<file path="src/rtl/qspi_shift_reg.sv">
// Byte serializer/deserializer for the QSPI datapath: shifts tx bytes out MSB-first
// in 1/2/4-bit groups and assembles received groups, one group per sample_edge.
module qspi_shift_reg #(
  parameter int IO_WIDTH = 4
) (
  input  logic                clk,
  input  logic                reset,
  input  logic                start,
  input  logic [7:0]          tx_byte,
  input  logic [1:0]          mode,
  input  logic                dir,
  input  logic                sample_edge,
  input  logic [IO_WIDTH-1:0] data_in,
  output logic [IO_WIDTH-1:0] data_out,
  output logic [7:0]          rx_byte,
  output logic                busy,
  output logic                done
);

  localparam logic [1:0] MODE_ZERO   = 2'b00;
  localparam logic [1:0] MODE_SINGLE = 2'b01;
  localparam logic [1:0] MODE_DUAL   = 2'b10;
  localparam logic [1:0] MODE_QUAD   = 2'b11;
  localparam logic       DIR_WRITE   = 1'b1;

  typedef enum logic {
    IDLE,
    SHIFT
  } state_t;

  state_t      state_reg;
  logic [7:0]  tx_sr_reg;
  logic [7:0]  rx_sr_reg;
  logic [3:0]  cnt_reg;
  logic [1:0]  mode_reg;
  logic        dir_reg;
  logic [7:0]  rx_byte_reg;
  logic        busy_reg;
  logic        done_reg;

  logic [7:0]  rx_next;
  logic [7:0]  tx_next;
  logic [3:0]  last_cnt;
  logic        start_ok;

  // Extra IO lines beyond the quad group are never sampled.
  generate
    if (IO_WIDTH > 4) begin : g_wide
      logic unused_data_in;
      assign unused_data_in = ^data_in[IO_WIDTH-1:4];
    end
  endgenerate

  assign start_ok = start && (mode != MODE_ZERO);

  always_comb begin
    rx_next  = rx_sr_reg;
    tx_next  = tx_sr_reg;
    last_cnt = 4'd7;
    case (mode_reg)
      MODE_SINGLE: begin
        rx_next  = {rx_sr_reg[6:0], data_in[1]};
        tx_next  = {tx_sr_reg[6:0], 1'b0};
        last_cnt = 4'd7;
      end
      MODE_DUAL: begin
        rx_next  = {rx_sr_reg[5:0], data_in[1:0]};
        tx_next  = {tx_sr_reg[5:0], 2'b00};
        last_cnt = 4'd3;
      end
      MODE_QUAD: begin
        rx_next  = {rx_sr_reg[3:0], data_in[3:0]};
        tx_next  = {tx_sr_reg[3:0], 4'b0000};
        last_cnt = 4'd1;
      end
      default: begin
        rx_next  = rx_sr_reg;
        tx_next  = tx_sr_reg;
        last_cnt = 4'd7;
      end
    endcase
  end

  always_comb begin
    data_out = '0;
    if (dir_reg == DIR_WRITE) begin
      case (mode_reg)
        MODE_SINGLE: data_out[0]   = tx_sr_reg[7];
        MODE_DUAL:   data_out[1:0] = tx_sr_reg[7:6];
        MODE_QUAD:   data_out[3:0] = tx_sr_reg[7:4];
        default:     data_out      = '0;
      endcase
    end
  end

  always_ff @(posedge clk) begin
    if (reset) begin
      state_reg   <= IDLE;
      tx_sr_reg   <= 8'h00;
      rx_sr_reg   <= 8'h00;
      cnt_reg     <= 4'd0;
      mode_reg    <= MODE_ZERO;
      dir_reg     <= ~DIR_WRITE;
      rx_byte_reg <= 8'h00;
      busy_reg    <= 1'b0;
      done_reg    <= 1'b0;
    end else begin
      done_reg <= 1'b0;
      case (state_reg)
        IDLE: begin
          if (start_ok) begin
            tx_sr_reg <= tx_byte;
            mode_reg  <= mode;
            dir_reg   <= dir;
            rx_sr_reg <= 8'h00;
            cnt_reg   <= 4'd0;
            busy_reg  <= 1'b1;
            state_reg <= SHIFT;
          end
        end
        SHIFT: begin
          if (sample_edge) begin
            rx_sr_reg <= rx_next;
            cnt_reg   <= cnt_reg + 4'd1;
            if (cnt_reg == last_cnt) begin
              // Final group is left in tx_sr so data_out holds until the next start.
              state_reg <= IDLE;
              busy_reg  <= 1'b0;
              done_reg  <= 1'b1;
              if (dir_reg != DIR_WRITE) begin
                rx_byte_reg <= rx_next;
              end
            end else begin
              tx_sr_reg <= tx_next;
            end
          end
        end
        default: state_reg <= IDLE;
      endcase
    end
  end

  assign rx_byte = rx_byte_reg;
  assign busy    = busy_reg;
  assign done    = done_reg;

endmodule
</file>
<file path="config.mk">
export PLATFORM = sky130hd
export DESIGN_NAME = qspi_shift_reg
export DESIGN_NICKNAME = d
export VERILOG_FILES = /design/src/rtl/qspi_shift_reg.sv
export SDC_FILE = /design/constraint.sdc
export NUM_CORES = 1
export LEC_CHECK = 0
export ABC_AREA = 1
export BUFFER_PORTS_ARGS = -buffer_cell sky130_fd_sc_hd__buf_2
export CAP_MARGIN = 20
export CORE_MARGIN = 3
export CORE_UTILIZATION = 59
export CTS_CLUSTER_DIAMETER = 60
export DETAILED_ROUTE_END_ITERATION = 16
export PLACE_DENSITY_LB_ADDON = 0.15
export SYNTH_ARGS = -nofsm -noshare
export SYNTH_HDL_FRONTEND = slang
export SYNTH_SLANG_ARGS = --single-unit
</file>
<file path="constraint.sdc">
create_clock -name clk -period 2.7 [get_ports clk]
set_input_delay 0.27 -clock clk [delete_from_list [all_inputs] [get_ports clk]]
set_output_delay 0.27 -clock clk [all_outputs]
set_load 0.01 [all_outputs]
</file>
=== Word-level counts from Yosys, hierarchy flattened ===
Cells that the tools add are included.

* Register bits: 34
* Bits of input ports: 19
* Output and inout bits: 14
* Logic and storage cells: 56

* $add $sub $neg: 1
* Eq/ne operators: 9
* Mux-type cells: 26
* Bitwise gates (word level): 3
* Reduce and logical (&&, ||, !) cells: 8

{| class="wikitable"
|+ Operators with widths
! cell !! number
|-
| one-hot mux 8 bit (3 select lines) || 2
|-
| two-way mux 8 bit || 5
|-
| one-hot mux 8 bit (2 select lines) || 2
|-
| two-way mux 4 bit || 3
|-
| one-hot mux 4 bit (2 select lines) || 1
|-
| AND reduction 4 bit || 2
|-
| two-way mux 1 bit || 7
|-
| inequality test 2 bit, second input constant || 3
|-
| one-hot mux 1 bit (2 select lines) || 3
|-
| one-hot mux 3 bit (2 select lines) || 1
|-
| adder 4 x 1 -> 4 bit, second input constant || 1
|-
| == test 2 bit, second input constant || 2
|-
| == test 4 bit || 1
|-
| inequality test 4 x 1 -> 1 bit, second input constant || 1
|-
| AND reduction 2 bit || 2
|-
| inverter 1 bit || 3
|-
| one-hot mux 1 bit (3 select lines) || 1
|-
| AND reduction 3 bit || 1
|-
| OR reduction 3 bit || 1
|-
| == test 2 x 1 -> 1 bit, second input constant || 1
|-
| two-way mux 2 bit || 1
|-
| inequality test 2 x 1 -> 1 bit, second input constant || 1
|-
| nonzero test 2 bit || 1
|-
| logical AND 1 bit || 1
|}

=== Depth between registers and ports, before layout ===
* Word-level depth: 6
* Mapped depth: 11

=== Least setup slack after synthesis ===
OpenSTA, ideal clock, no wires.

* Path type: reg2reg
* Start point: register mode_reg[1]
* End point: register tx_sr_reg[4]
* Library setup time: 0.113 ns
* Arrival time: 1.150 ns
* Data required time: 2.587 ns
* Slack: 1.437 ns
* Cell stages (with the launch flop): 12
* Buffers on the path: 2
* Cells stage by stage: dfxtp_1 buf_4 inv_4 nand2_2 nand2_2 nor2_4 nand3_2 nand2_2 buf_4 nand2_1 nand2_1 nor2_1

* Word-level cells in the longest chain between the ends: 5
* Elaborated cells on any way between the ends: 12
* Classes of those cells: 6 x eq/ne; 5 x mux; 1 x reduce/logical

{| class="wikitable"
|+ Ends and longest elaborated chain
! what !! line !! source
|-
| from (decl) || 35 || <nowiki>logic [1:0] mode_reg;</nowiki>
|-
| from (signal assigned) || 113 || <nowiki>mode_reg <= mode;</nowiki>
|-
| == test 2 bit / == test 2 x 1 -> 1 bit (equally long branches) || 60 || <nowiki>case (mode_reg)</nowiki>
|-
| one-hot mux 3 bit (2 select lines) / one-hot mux 8 bit (3 select lines) (equally long branches) || 60 ||
|-
| == test 4 bit / two-way mux 8 bit (equally long branches) || 125 || <nowiki>if (cnt_reg == last_cnt) begin</nowiki>
|-
| inequality test 2 bit (no line) / two-way mux 8 bit (equally long branches) || n/a ||
|-
| AND reduction 4 bit (no line) / one-hot mux 8 bit (2 select lines) (equally long branches) || n/a ||
|-
| to (signal assigned) || 112 || <nowiki>tx_sr_reg <= tx_byte;</nowiki>
|-
| to (signal assigned) || 134 || <nowiki>tx_sr_reg <= tx_next;</nowiki>
|-
| to (decl) || 32 || <nowiki>logic [7:0] tx_sr_reg;</nowiki>
|}

Parallel ways exist; a longest one is shown, timed or not. The select of a mux whose other input is x is not followed.
A chain may end at the register's enable or synchronous reset.

=== Worst setup path after layout ===
* Start point: register mode_reg[1]
* End point: output port data_out[1]

* Word-level cells in the longest chain between the ends: 3
* Elaborated cells on any way between the ends: 4
* Classes of those cells: 2 x eq/ne; 2 x mux

{| class="wikitable"
|+ Ends and longest elaborated chain
! what !! line !! source
|-
| == test 2 bit || 87 || <nowiki>case (mode_reg)</nowiki>
|-
| one-hot mux 1 bit (2 select lines) * || 87 ||
|-
| two-way mux 4 bit * || 86 || <nowiki>if (dir_reg == DIR_WRITE) begin</nowiki>
|-
| to (decl) || 14 || <nowiki>output logic [IO_WIDTH-1:0] data_out,</nowiki>
|}

Every way passes the cells marked *; elsewhere a longest branch is shown, timed or not.

==> results <==
- In this run the worst hold path is classified as primary input to flop.
- VDD sags by at most 0.384 mV.
- The commonest non-fill, non-tap cell in the layout is sky130_fd_sc_hd__nand2_1.
- The adder-cell area share of the yosys netlist is 0.00671.
- The synthesized design contains 34 register bits.
- The largest buffer count on any clock path is 2.
- The main combinational cell family by area after synthesis is simple AND/OR/NAND/NOR gates.
- The count of instances resized after the clock tree is built is 0.
- The synthesis warning total is 0.
- The worst setup path is captured at an output port.
- The per-cell routed wire length is 11.6 um.
- Of the available clock period, the critical path in the final layout requires 0.753.
- The endpoint identified for the worst register-to-register timing path is rx_byte[3].
- The worst-case hold path end point is tx_sr_reg[0].
- The total number of vias is 1962.
- The run finished with clean final reports.
- The cell count of the worst hold path is 3.
- The number of global-route vias before repair was 1685.
- The floorplan step set the die width to 62.2 um.
- The number of antenna violations at the first check in global routing is 0.
- Static timing analysis puts the maximum clock frequency at 492 MHz.
- Excluding fillers, the count of instances in the completed layout stands at 381.
- TritonCTS built the clock tree.
- The signal on the critical path passes through nand2_2 > clkinv_1 > nand2_1 > o32ai_1 > buf_2.
- The critical path buffer and inverter count is 2.
- In this run the number of H-tree levels came out at 2.
- The number of nets handed over by synthesis was 326.
- The mux share of post-synthesis cell area is 0.
- The post-DP HPWL is 3220 um.
- Of the total synthesized cell area, the portion taken by XOR and XNOR cells is 0.
- Counting every instance in the synthesized netlist gives 306.
- After detailed placement, the design holds a cell count of 374.
- After filler insertion, the fill cell instance count of the layout stands at 242.
- In this run the static leakage power is 0.00107 uW.
- The startpoint identified for the worst register-to-register timing path is state_reg.
- The leftover overflow at the end of global routing is 0.
- The biggest area contributor in the post-synthesis netlist is sky130_fd_sc_hd__dfxtp_1.
- The post-detailed-route DRC marker count is 0.
- Relative to the synthesized area, the layout overhead comes to 14.3%.
- Using the TritonRoute via totals, the vias-per-cell ratio works out to 5.15.
- The worst setup path is of the flop to output port kind.
- The netlist uses 28 different library cells.
- The cell chosen for the clock root is sky130_fd_sc_hd__clkbuf_4.
- The share of the Yosys chip area taken by registers is 0.365.
- 0 antenna diodes ended up in the layout.
- The share of synthesized area in the top cell type comes to 0.365.
- The core region is 2880 um2.
- The first-pass GRT wire length is 7490 um.
- The final max-slew violation count is 0.
- The die height is 62.2 um.
- The count of nets left with antenna violations after detail routing is 0.
- Dividing total power by cell area gives a power density of 502 nW/um2.
- The initial cell density of the core is 0.648.
- Across all register-to-register paths, the minimum setup slack is 1.02 ns.
- After clock tree synthesis, the setup repair step added 0 buffers.
- The minimum clock period after layout is 2.03 ns.
- The final hold violation count is 0.
- The number of detailed-routing iterations run before antenna repair is 5.
- In the layout the commonest cells are 100 x sky130_fd_sc_hd__nand2_1, 53 x sky130_fd_sc_hd__nor2_1, 38 x sky130_fd_sc_hd__inv_1.
- The startpoint type of the worst setup path is a flop.
- The gate family responsible for the most delay along the worst path is flip-flops.
- The post-synthesis compound-gate area fraction is 0.115.
- The count of boundary I/O pins is 33.
- Yosys attributes the largest share of cell area to sky130_fd_sc_hd__dfxtp_1 37%, sky130_fd_sc_hd__nand2_1 20%, sky130_fd_sc_hd__nor2_1 11%, sky130_fd_sc_hd__inv_1 7.7%, sky130_fd_sc_hd__a21oi_1 5.1%.
- The endpoint required time on the critical path is 2.43 ns.
- Setup repair after global routing left no endpoint under its margin.
- After routing, the total negative slack on setup checks comes to 0 ns.
- The clock reaches the later pin of the worst-skew pair after 0.34 ns.
- Setup violations remaining at the end of the flow were counted as 0.
- The max capacitance violation total is 0.
- The area of the die is 3870 um2.
- The hold buffer count at CTS is 0.
- The final wirelength is 4430 um.
- The worst register-to-register path has a depth of 7.
- On the critical path, the stage with the largest delay is an instance of sky130_fd_sc_hd__dfxtp_1.
- The largest net degree at the start of global routing is 17.
- Routability-driven placement finished with a final weighted congestion of 0.901.
- The worst-case clock skew is 0.00861 ns.
- The arrival time reported for the critical path endpoint is 1.76 ns.
- The post-synth design cell area is 1860 um2.
- Of all nets on the critical path, the largest fanout is 10.
- The headroom to the max-slew limit is 0.681.
- The share of synthesized cell area in and, or, nand and nor gates is 0.409.
- The proportion of layout cells with a drive suffix above 1 is 0.162.
- The mean instance size in the synthesized netlist is 6.09 um2.
- At the end of the flow the core is filled with cells to 0.741.
- CTS saw 34 sinks.
- Buffers placed on the I/O ports in this run total 32.
- In the final design database the tool counted 359 nets.
- The clock transition time at the flip-flop clock pins of the worst setup and hold paths is 0.11 ns.
- The delay of the slowest cell on the worst path is 0.63 ns.
- Across every metal layer, demand over resource in global routing totals 0.237.
- The worst min-delay path startpoint is tx_byte[0].
- In this run, CTS created clock tree buffers numbering 5.
- For the pin with the worst max-slew slack, the measured transition is 0.477 ns.
- The first routing iteration left 154 violations.
- The number of core rows is 19.
per-layer routing:
metal,GRT usage,share of wire
met1,0.323,0.47
met2,0.374,0.45
met3,0.0432,0.066
met4,0.0912,0.019
met5,0,0
per-stage QoR:
step	area [um2]	power (uW)	setup slack, ns	hold slack (ns)
2_1_floorplan	1860	648	1.44	0.408
3_3_place_gp	2050	687	1.09	0.453
3_5_place_dp	2050	687	1.04	0.457
4_1_cts	2130	1070	0.682	0.151
5_1_grt	2130	1120	0.573	0.160
6_report	2130	1070	0.666	0.151
how the worst max path moves through the flow:
| stage | depth (start not counted) | from | slack (ns) | endpoint |
|---|---|---|---|---|
| floorplan | 11 | mode_reg[1] | 1.44 | tx_sr_reg[4] |
| global placement | 7 | state_reg | 1.09 | rx_byte[5] |
| finish | 5 | mode_reg[1] | 0.67 | data_out[1] |
| detailed placement | 7 | state_reg | 1.04 | rx_byte[4] |
| global route | 5 | mode_reg[1] | 0.57 | data_out[1] |
| CTS | 5 | mode_reg[1] | 0.68 | data_out[1] |
cell usage after synthesis (all sizes together):
master  instances
nor2           57
clkinv          1
o22ai           3
ha              1
nand3          13
and3            1
o21bai          1
nand2         105
dfxtp          34
nor3            3
buf             3
o21ai          16
inv            41
o32ai           1
clkbuf          4
nand4           2
nand3b          1
a21oi          19
area by class of cell:
class                   count  area [um2]  share of cell area
flip-flops and latches     34         681               0.319
multi-input cells         223         988               0.464
inverters                  42         160              0.0752
clock buffers               6        51.3              0.0241
repair buffers             33         168              0.0787
clock inverters             1        30.0              0.0141
well taps                  42        52.6              0.0247
power breakdown:
group / switching (uW) / leakage [uW] / internal, uW / total (uW)
combinational: 92.5 / 0.000744 / 47.3 / 140
clock: 175 / 0.0000443 / 216 / 390
sequential: 19.9 / 0.000277 / 520 / 540
total: 287 / 0.00107 / 783 / 1070
kinds of logic after synthesis:
| group | Yosys count |
|---|---|
| buffers and inverters | 49 |
| AO/OA/AOI/OAI | 40 |
| flip-flops | 34 |
| AND/OR/NAND/NOR | 182 |
| adder cells (fa/ha/maj) | 1 |
worst register-to-register path, stage by stage, from the launching register on:
cell and delay (ns):
sky130_fd_sc_hd__dfxtp_1 0.63, sky130_fd_sc_hd__nand2_1 0.21, sky130_fd_sc_hd__nor2_1 0.28, sky130_fd_sc_hd__inv_1 0.12
sky130_fd_sc_hd__nor2_4 0.18, sky130_fd_sc_hd__nand2_1 0.07, sky130_fd_sc_hd__nand2_1 0.06, sky130_fd_sc_hd__nor2_1 0.04
No activity file was read; power rests on OpenSTA's default activity.
